==> src/rtl/lsu_pkg.sv <==
// Shared types and constants for the load/store bus controller.
// Size masks follow the decoder's mem_wrnum encoding.
package lsu_pkg;

   typedef enum logic [1:0] {IDLE, REQ, RESP, DONE} lsu_state_t;

   localparam logic [3:0] MW_BYTE = 4'b0001;
   localparam logic [3:0] MW_HALF = 4'b0011;
   localparam logic [3:0] MW_WORD = 4'b1111;

   function automatic logic legal_mask(input logic [3:0] wrnum);
      return (wrnum == MW_BYTE) || (wrnum == MW_HALF) || (wrnum == MW_WORD);
   endfunction

endpackage

==> src/rtl/lsu_ld_align.sv <==
// Load data alignment: pulls the addressed bytes down to bit 0 and
// sign- or zero-extends byte/half results. Bytes shifted past lane 3 read as 0.
module lsu_ld_align
   import lsu_pkg::*;
(
   input  logic [31:0] rdata,
   input  logic [1:0]  off,
   input  logic [3:0]  wrnum,
   input  logic        us,
   output logic [31:0] ld_data
);

   logic [31:0] w;

   always_comb begin
      w       = rdata >> {off, 3'b000};
      ld_data = w;
      case (wrnum)
         MW_BYTE: ld_data = {{24{~us & w[7]}},  w[7:0]};
         MW_HALF: ld_data = {{16{~us & w[15]}}, w[15:0]};
         default: ld_data = w;
      endcase
   end

endmodule

==> src/rtl/lsu_bus_ctrl.sv <==
// Single-cycle core LSU: turns one load/store into a valid/ready bus transaction
// and stalls the core until it completes. Optional macro: LSU_MISALIGN_CHK_EN.
module lsu_bus_ctrl
   import lsu_pkg::*;
#(
   parameter int unsigned TIMEOUT_CYC = 256
)(
   input  logic        clk,
   input  logic        rst,
   input  logic        req,
   input  logic        mem_wren,
   input  logic [3:0]  mem_wrnum,
   input  logic        mem_us,
   input  logic [31:0] addr,
   input  logic [31:0] st_data,
   output logic        stall,
   output logic        ld_valid,
   output logic [31:0] ld_data,
   output logic        bus_err,
   output logic        bus_valid,
   input  logic        bus_ready,
   output logic        bus_we,
   output logic [31:0] bus_addr,
   output logic [3:0]  bus_be,
   output logic [31:0] bus_wdata,
   input  logic        bus_rvalid,
   input  logic [31:0] bus_rdata,
   output logic        misalign
);

   lsu_state_t  state, state_nxt;
   logic [15:0] cnt;
   logic [1:0]  off;
   logic [3:0]  wrnum_q;
   logic        us_q;
   logic        ok_q, err_q, mis_q;
   logic        legal, bad_align, timeout;
   logic [31:0] ld_word;

   assign legal   = legal_mask(mem_wrnum);
   assign timeout = (cnt == 16'(TIMEOUT_CYC - 1));

`ifdef LSU_MISALIGN_CHK_EN
   assign bad_align = ((mem_wrnum == MW_HALF) && addr[0]) ||
                      ((mem_wrnum == MW_WORD) && (addr[1:0] != 2'b00));
`else
   assign bad_align = 1'b0;
`endif

   lsu_ld_align u_align (
      .rdata   (bus_rdata),
      .off     (off),
      .wrnum   (wrnum_q),
      .us      (us_q),
      .ld_data (ld_word)
   );

   always_comb begin
      state_nxt = state;
      case (state)
         IDLE: if (req) state_nxt = (legal && !bad_align) ? REQ : DONE;
         // handshake takes priority over an expiring timeout
         REQ:  if (bus_ready) state_nxt = bus_we ? DONE : RESP;
               else if (timeout) state_nxt = DONE;
         RESP: if (bus_rvalid || timeout) state_nxt = DONE;
         DONE: state_nxt = IDLE;
      endcase
   end

   assign stall     = (req && state == IDLE) || state == REQ || state == RESP;
   assign bus_valid = (state == REQ);
   assign ld_valid  = (state == DONE) && ok_q;
   assign bus_err   = (state == DONE) && err_q;
   assign misalign  = (state == DONE) && mis_q;

   always_ff @(posedge clk) begin
      if (rst) begin
         state     <= IDLE;
         cnt       <= '0;
         off       <= '0;
         wrnum_q   <= '0;
         us_q      <= 1'b0;
         ok_q      <= 1'b0;
         err_q     <= 1'b0;
         mis_q     <= 1'b0;
         ld_data   <= '0;
         bus_we    <= 1'b0;
         bus_addr  <= '0;
         bus_be    <= '0;
         bus_wdata <= '0;
      end else begin
         state <= state_nxt;
         cnt   <= (state == REQ || state == RESP) ? cnt + 16'd1 : '0;
         case (state)
            IDLE: if (req) begin
               off     <= addr[1:0];
               wrnum_q <= mem_wrnum;
               us_q    <= mem_us;
               ok_q    <= 1'b0;
               err_q   <= 1'b0;
               mis_q   <= bad_align;
               if (bad_align) ld_data <= '0;
               if (legal && !bad_align) begin
                  bus_we    <= mem_wren;
                  bus_addr  <= {addr[31:2], 2'b00};
                  bus_be    <= mem_wrnum << addr[1:0];
                  bus_wdata <= st_data << {addr[1:0], 3'b000};
               end
            end
            REQ: if (!bus_ready && timeout) begin
               err_q   <= 1'b1;
               ld_data <= '0;
            end
            RESP: if (bus_rvalid) begin
               ok_q    <= 1'b1;
               ld_data <= ld_word;
            end else if (timeout) begin
               err_q   <= 1'b1;
               ld_data <= '0;
            end
            default: ;
         endcase
      end
   end

endmodule

==> config.mk <==
export PLATFORM = sky130hd
export DESIGN_NAME = lsu_bus_ctrl
export DESIGN_NICKNAME = d
export VERILOG_FILES = /design/src/rtl/lsu_pkg.sv /design/src/rtl/lsu_ld_align.sv /design/src/rtl/lsu_bus_ctrl.sv
export SDC_FILE = /design/constraint.sdc
export NUM_CORES = 1
export LEC_CHECK = 0
export BUFFER_PORTS_ARGS = -buffer_cell sky130_fd_sc_hd__buf_2
export CELL_PAD_IN_SITES_DETAIL_PLACEMENT = 0
export CELL_PAD_IN_SITES_GLOBAL_PLACEMENT = 1
export CORE_MARGIN = 4
export CORE_UTILIZATION = 36
export DETAILED_ROUTE_END_ITERATION = 16
export HOLD_SLACK_MARGIN = 0.08
export PLACE_DENSITY_LB_ADDON = 0.1
export SKIP_LAST_GASP = 1
export SLEW_MARGIN = 30
export SYNTH_ARGS = -nofsm -noshare
export SYNTH_HDL_FRONTEND = slang
export SYNTH_SLANG_ARGS = --single-unit
==> constraint.sdc <==
create_clock -name clk -period 2.75 [get_ports clk]
set_input_delay 0.1375 -clock clk [delete_from_list [all_inputs] [get_ports clk]]
set_output_delay 0.1375 -clock clk [all_outputs]
set_load 0.1 [all_outputs]
# Word-level counts from Yosys, hierarchy flattened
# Cells that the tools add are included.
# op_classes
add_sub_neg	1
eq_ne	17
shift	3
n_mux	19
bitwise_logic	4
reduce_logical	22
# ops
cell	count
32-bit case mux with 2 select lines	2
32-bit two-way mux	3
32-bit by 5-bit left shift with 32-bit output	1
32-bit by 5-bit >> shifter with 32-bit output	1
16-bit by 1-bit adder with 16-bit output (second input constant)	1
16-bit by 8-bit == test with 1-bit output (second input constant)	1
3-bit AND reduction	4
2-bit two-way mux	5
2-bit != test (second input constant)	5
4-bit by 1-bit == test with 1-bit output (second input constant)	2
4-bit by 2-bit == test with 1-bit output (second input constant)	2
2-bit case mux with 4 select lines	1
1-bit logical OR	6
1-bit two-way mux	6
5-bit AND reduction	1
2-bit == test (second input constant)	2
4-bit == test (second input constant)	1
1-bit logical AND	4
2-bit nonzero test	2
4-bit by 2-bit left shift with 4-bit output	1
3-bit by 1-bit != test with 1-bit output (second input constant)	1
3-bit != test (second input constant)	1
1-bit case mux with 3 select lines	1
3-bit nonzero test	1
9 further kinds	11
# word_totals
ff_bits	126
inputBits	107

# Logic depth before layout (Yosys ltp)
# logic_depth
word_depth	6
ltp_mapped	9
ltp_nobuf	7

# Modules after synthesis
# Synthesis repeated with hierarchy kept, for this count alone.
# unflattened
cells_unflattened	747
hier_area_um2	6144.6
# modules_own_cells
module	n_inst	cells_per_inst	area_per_inst_um2	seq_area_each_um2
lsu_bus_ctrl	1	653	5411.4	2522.4
lsu_ld_align	1	94	733.2	0.0

# Worst setup path before layout
# Ideal clock, no wire load.
# synth_timing
path_type	reg2out
startpoint	reg state[1]
endpoint	out stall
arrival_time_ps	2278
path_slack_ps	334
stages_incl_launch_ff	5
cell_sequence	dfxtp_1 inv_1 ha_1 inv_1 nand3_1
# synth_lines
item	line	text
start, declared	lsu_bus_ctrl.sv:31	lsu_state_t state, state_nxt;
start signal, assigned	lsu_bus_ctrl.sv:92	state <= state_nxt;
2-bit by 1-bit == test with 1-bit output	-	
via bus_valid	lsu_bus_ctrl.sv:20	output logic bus_valid,
1-bit logical OR (2 in a row)	lsu_bus_ctrl.sv:70	assign stall = (req && state == IDLE) || state == REQ || state == RESP;
end, declared	lsu_bus_ctrl.sv:16	output logic stall,
# The timed path passes the listed nets, and every way through them passes these cells.

# Worst setup path after layout
# layout_timing
startpoint	reg state[0]
endpoint	out stall
# layout_via
elab_chain_cells	4
# layout_lines
item	line
2-bit zero test	lsu_bus_ctrl.sv:70
1-bit logical AND	lsu_bus_ctrl.sv:70
1-bit logical OR	lsu_bus_ctrl.sv:70
1-bit logical OR *	lsu_bus_ctrl.sv:70
# Mark *: on every way between the ends. The rest lies on a longest branch, timed or not.

==> results_tabular.tex <==
\begin{tabular}{lr}
\hline
Metric & Value \\
\hline
\multicolumn{2}{l}{\textbf{Status}} \\
\quad Result of the run & finished clean \\
\multicolumn{2}{l}{\textbf{STA}} \\
\quad Final critical-path required period & 2.203 ns \\
\quad Final setup vio count & 0 \\
\quad Worst slew slack as a fraction of its limit & a little under half \\
\quad Unrepaired setup endpoints after global routing & no \\
\quad Setup TNS & 0 ns \\
\quad Fmax & 454.0 MHz \\
\quad Fin crit share & 80.10\% \\
\quad Max Transition Viols Final & 0 \\
\quad Tightest Pin Transition & between 0.7 and 0.8 ns \\
\quad Worst-case clock skew & 0.004637 ns \\
\quad Final Hold Violating Endpoints & 0 \\
\multicolumn{2}{l}{\textbf{Finish}} \\
\quad Final instance area & 8338 um2 \\
\quad Final net count & 1,070 \\
\quad Fraction of final layout cells sized beyond drive strength 1 & 29.82\% \\
\quad Antenna diode instance count & 0 \\
\quad Area growth from synthesis to layout & 38.03\% \\
\quad Final Non-Filler Cells & about 1,200 \\
\multicolumn{2}{l}{\textbf{Clock network}} \\
\quad Clock Root Buffer & sky130\_fd\_sc\_hd\_\_clkbuf\_16 \\
\quad TritonCTS sink count & 126 \\
\quad Worst-Skew Late Latency & 0.42 ns \\
\quad Clock transition at the registers of the reported paths & roughly 0.060 ns \\
\quad Hold\_buf cts & 53 \\
\quad Total of cells resized after clock tree synthesis & 0 \\
\quad Clock tree from TritonCTS & yes \\
\quad Worst-case clock buffer depth & 2 \\
\quad Number of buffers created by CTS & 17 \\
\quad Number of levels the H-tree was split into & 4 \\
\quad Post-CTS setup repair buffer count & 0 \\
\multicolumn{2}{l}{\textbf{Synth}} \\
\quad Area contributors post-synth & sky130\_fd\_sc\_hd\_\_dfxtp\_1 (42\%), sky130\_fd\_sc\_hd\_\_mux2i\_1 (7.6\%), sky130\_fd\_sc\_hd\_\_nand2\_1 (7.5\%) \\
\quad Count of distinct cell types in the synthesized netlist & 53 \\
\quad Most frequently used flop master after synthesis & sky130\_fd\_sc\_hd\_\_dfxtp\_1 \\
\quad Yosys warns & 0 \\
\quad Part of the Yosys area used for sequential elements & 41.76\% \\
\quad Count of flip-flops with a built-in enable after synthesis & 0 \\
\quad Biggest area consumer among synthesized cells & sky130\_fd\_sc\_hd\_\_dfxtp\_1 \\
\quad Share of synthesized flip-flops with an asynchronous set or reset & 0\% \\
\quad Post-synthesis average cell area & 8.472 um2 \\
\quad \#FFs+latches synth & between 100 and 150 \\
\quad Synthesized instance count & 713 \\
\quad Area share of the leading cell type in the synthesized netlist & 41.76\% \\
\quad Synthesized area & about 6000 um2 \\
\multicolumn{2}{l}{\textbf{Worst setup path}} \\
\quad Cell family contributing the most delay on the critical path & buffers and inverters \\
\quad Critical path arrival & $\sim$2.1 ns \\
\quad Required time reported for the critical path endpoint & roughly 2.6 ns \\
\quad Worst path cell trace & inv\_1 > ha\_1 > nand2\_1 > nand3\_1 > buf\_2 \\
\quad Kind of critical path & flop to output port \\
\quad Max stage delay on crit path & 0.45 ns \\
\quad Capturing element type of the critical path & output port \\
\quad Cell at the slowest stage of the critical path & sky130\_fd\_sc\_hd\_\_buf\_2 \\
\quad Startpoint kind of the worst setup timing path & flop \\
\quad Crit Path Max Fanout & 10 \\
\quad Crit path buf inv count & 2 \\
\multicolumn{2}{l}{\textbf{Global routing}} \\
\quad Global routing usage on met1 & 24.46\% \\
\quad Largest net degree at the start of global routing & 51 \\
\quad Met3 Track Usage GR & between 5 and 6\% \\
\quad Met2 track demand over resource in global routing & 30.40\% \\
\quad Grt peak-use layer & met2 \\
\quad Total track usage & 19.07\% \\
\quad Overflow left after global routing & 0 \\
\quad Initial antenna violation count & 0 \\
\quad Via count of the first global-routing pass & 5,656 \\
\quad Wire length of the first global-routing pass & 28.41 mm \\
\multicolumn{2}{l}{\textbf{Floorplan}} \\
\quad Ports placed on the boundary & 213 \\
\quad Total number of placement rows & 47 \\
\quad Die boundary width & 137.5 um \\
\quad Core area & 16,520 um2 \\
\quad Vert. Die Dim & $\sim$140 um \\
\quad Full die area & around 19,000 um2 \\
\quad Effective utilization at floorplan & 36.56\% \\
\multicolumn{2}{l}{\textbf{Placed design}} \\
\quad Last weighted congestion value of the routability-driven placer & $\sim$0.8 \\
\quad Count of buffers from port buffering & 209 \\
\quad Placed Area & 7229 um2 \\
\quad Cell count after placement & 1,104 \\
\quad Estimated wirelength of the detail-placed design & between 10 and 15 mm \\
\multicolumn{2}{l}{\textbf{Routing}} \\
\quad Routed via count & 5,884 \\
\quad Number of remaining DRC errors & 0 \\
\quad Final wirelength & around 18 mm \\
\quad Count of TritonRoute iterations in the first routing pass & 4 \\
\quad DR WL/cell & around 15 um \\
\quad Post-DRT Antenna Nets & 0 \\
\quad Via count normalized by instance count & 4.949 \\
\quad Iteration-0 DRC Markers & around 290 \\
\multicolumn{2}{l}{\textbf{Worst hold path}} \\
\quad Path category of the worst min-delay check & input port to flop \\
\multicolumn{2}{l}{\textbf{Power}} \\
\quad Final Total Pwr & 6609 uW \\
\quad Maximum vdd ir drop & 0.4818 mV \\
\quad Power per cell area & just under 800 nW/um2 \\
\quad Leakage power & 0.003612 uW \\
\multicolumn{2}{l}{\textbf{Run}} \\
\quad Max\_cap viols & 0 \\
\hline
\end{tabular}
-- cell usage in the layout, fill, tap and decap left out, types with 12 or more instances in the layout --
cell type | netlist | layout
sky130_fd_sc_hd__dlygate4sd3_1 | 0 | 53
sky130_fd_sc_hd__a211oi_1 | 27 | 27
sky130_fd_sc_hd__a22oi_1 | 13 | 13
sky130_fd_sc_hd__clkbuf_16 | 0 | 17
sky130_fd_sc_hd__nand2_1 | 121 | 121
sky130_fd_sc_hd__mux2_2 | 14 | 14
sky130_fd_sc_hd__nand2b_1 | 28 | 28
sky130_fd_sc_hd__buf_2 | 6 | 208
sky130_fd_sc_hd__mux2i_1 | 46 | 46
sky130_fd_sc_hd__o21ai_0 | 12 | 12
sky130_fd_sc_hd__dfxtp_1 | 126 | 126
sky130_fd_sc_hd__nor2b_1 | 13 | 13
sky130_fd_sc_hd__nor3_1 | 21 | 21
sky130_fd_sc_hd__buf_4 | 5 | 14
sky130_fd_sc_hd__a21oi_1 | 78 | 78
sky130_fd_sc_hd__nand3_1 | 15 | 15
sky130_fd_sc_hd__nor2_1 | 62 | 61
-- metal layers --
| layer | share of wire [%] | up-vias |
|---|---|---|
| met2 | 47 | 158 |
| met4 | 1.5 | 0 |
| met5 | 0 | - |
| met1 | 45 | 2738 |
| met3 | 6.8 | 22 |
| li1 | - | 2966 |
-- metrics by stage --
stage | worst slack, ns | hold slack, ns | util [%]
final | 0.5473 | 0.1017 | 50.46
after global routing | 0.3691 | 0.1436 | 50.46
after CTS | 0.5136 | 0.08231 | 50.46
after detailed placement | 0.6292 | 0.3844 | 43.75
after global placement | 0.7601 | 0.3784 | 43.75
after floorplan | 0.3343 | 0.2735 | -
-- state kept, by name (all words and copies together) (netlist names) --
signal     count
bus_wdata     32
bus_be         4
ld_data       32
err_q          1
bus_we         1
off            2
bus_addr      30
wrnum_q        4
state          2
cnt           16
us_q           1
ok_q           1
-- cell usage after synthesis, types with 4 or more instances --
| cell | instances |
|---|---|
| sky130_fd_sc_hd__a211oi_1 | 27 |
| sky130_fd_sc_hd__a21oi_1 | 78 |
| sky130_fd_sc_hd__a22oi_1 | 13 |
| sky130_fd_sc_hd__buf_1 | 6 |
| sky130_fd_sc_hd__buf_2 | 6 |
| sky130_fd_sc_hd__buf_4 | 5 |
| sky130_fd_sc_hd__clkbuf_1 | 33 |
| sky130_fd_sc_hd__dfxtp_1 | 126 |
| sky130_fd_sc_hd__ha_1 | 7 |
| sky130_fd_sc_hd__inv_1 | 8 |
| sky130_fd_sc_hd__mux2_2 | 14 |
| sky130_fd_sc_hd__mux2i_1 | 46 |
| sky130_fd_sc_hd__nand2_1 | 121 |
| sky130_fd_sc_hd__nand2b_1 | 28 |
| sky130_fd_sc_hd__nand3_1 | 15 |
| sky130_fd_sc_hd__nor2_1 | 62 |
| sky130_fd_sc_hd__nor2b_1 | 13 |
| sky130_fd_sc_hd__nor3_1 | 21 |
| sky130_fd_sc_hd__o211ai_1 | 9 |
| sky130_fd_sc_hd__o21ai_0 | 12 |
| sky130_fd_sc_hd__o2bb2ai_2 | 8 |
| sky130_fd_sc_hd__xnor2_1 | 4 |
| sky130_fd_sc_hd__xor2_1 | 9 |
-- logic make-up after synthesis --
group                    Yosys count  share of synthesized area [%]
buffers and inverters             61                          4.598
adder cells (fa/ha/maj)            7                          1.450
XOR/XNOR                          13                          1.885
AO/OA/AOI/OAI                    159                          17.52
multiplexers                      61                          10.60
AND/OR/NAND/NOR                  285                          22.12
other                              1                        0.06208
flip-flops                       126                          41.76
-- layout make-up --
type | instances | area, um2
inverter | 8 | 30.03
timing repair buffer | 275 | 1677
tap | 220 | 275.3
clock inverter | 15 | 152.6
multi-input combinational | 528 | 3256
fill | 1635 | 8187
sequential | 126 | 2522
clock buffer | 17 | 425.4
-- final timing paths --
| kind | end | cells after the start | slack [ns] | startpoint |
|---|---|---|---|---|
| max | stall | 5 | 0.55 | state[0] |
| min | err_q | 3 | 0.10 | bus_ready |
| max reg2reg | ld_data[31] | 7 | 0.63 | state[0] |
| min reg2reg | bus_addr[26] | 2 | 0.45 | bus_addr[26] |
-- tightest hold or removal path, cell delays in order --
cell and delay [ns]:
sky130_fd_sc_hd__buf_2 0.13, sky130_fd_sc_hd__o221ai_1 0.13, sky130_fd_sc_hd__o311ai_0 0.09
-- report_power, final --
| group | internal (uW) | switching (uW) | leakage (uW) | total, uW |
|---|---|---|---|---|
| registers | 1970 | 109 | 0.00102 | 2080 |
| logic | 633 | 1680 | 0.00231 | 2310 |
| clock network | 1270 | 940 | 0.000278 | 2210 |
| total | 3880 | 2730 | 0.00361 | 6610 |
No activity file was read; power rests on OpenSTA's default activity.
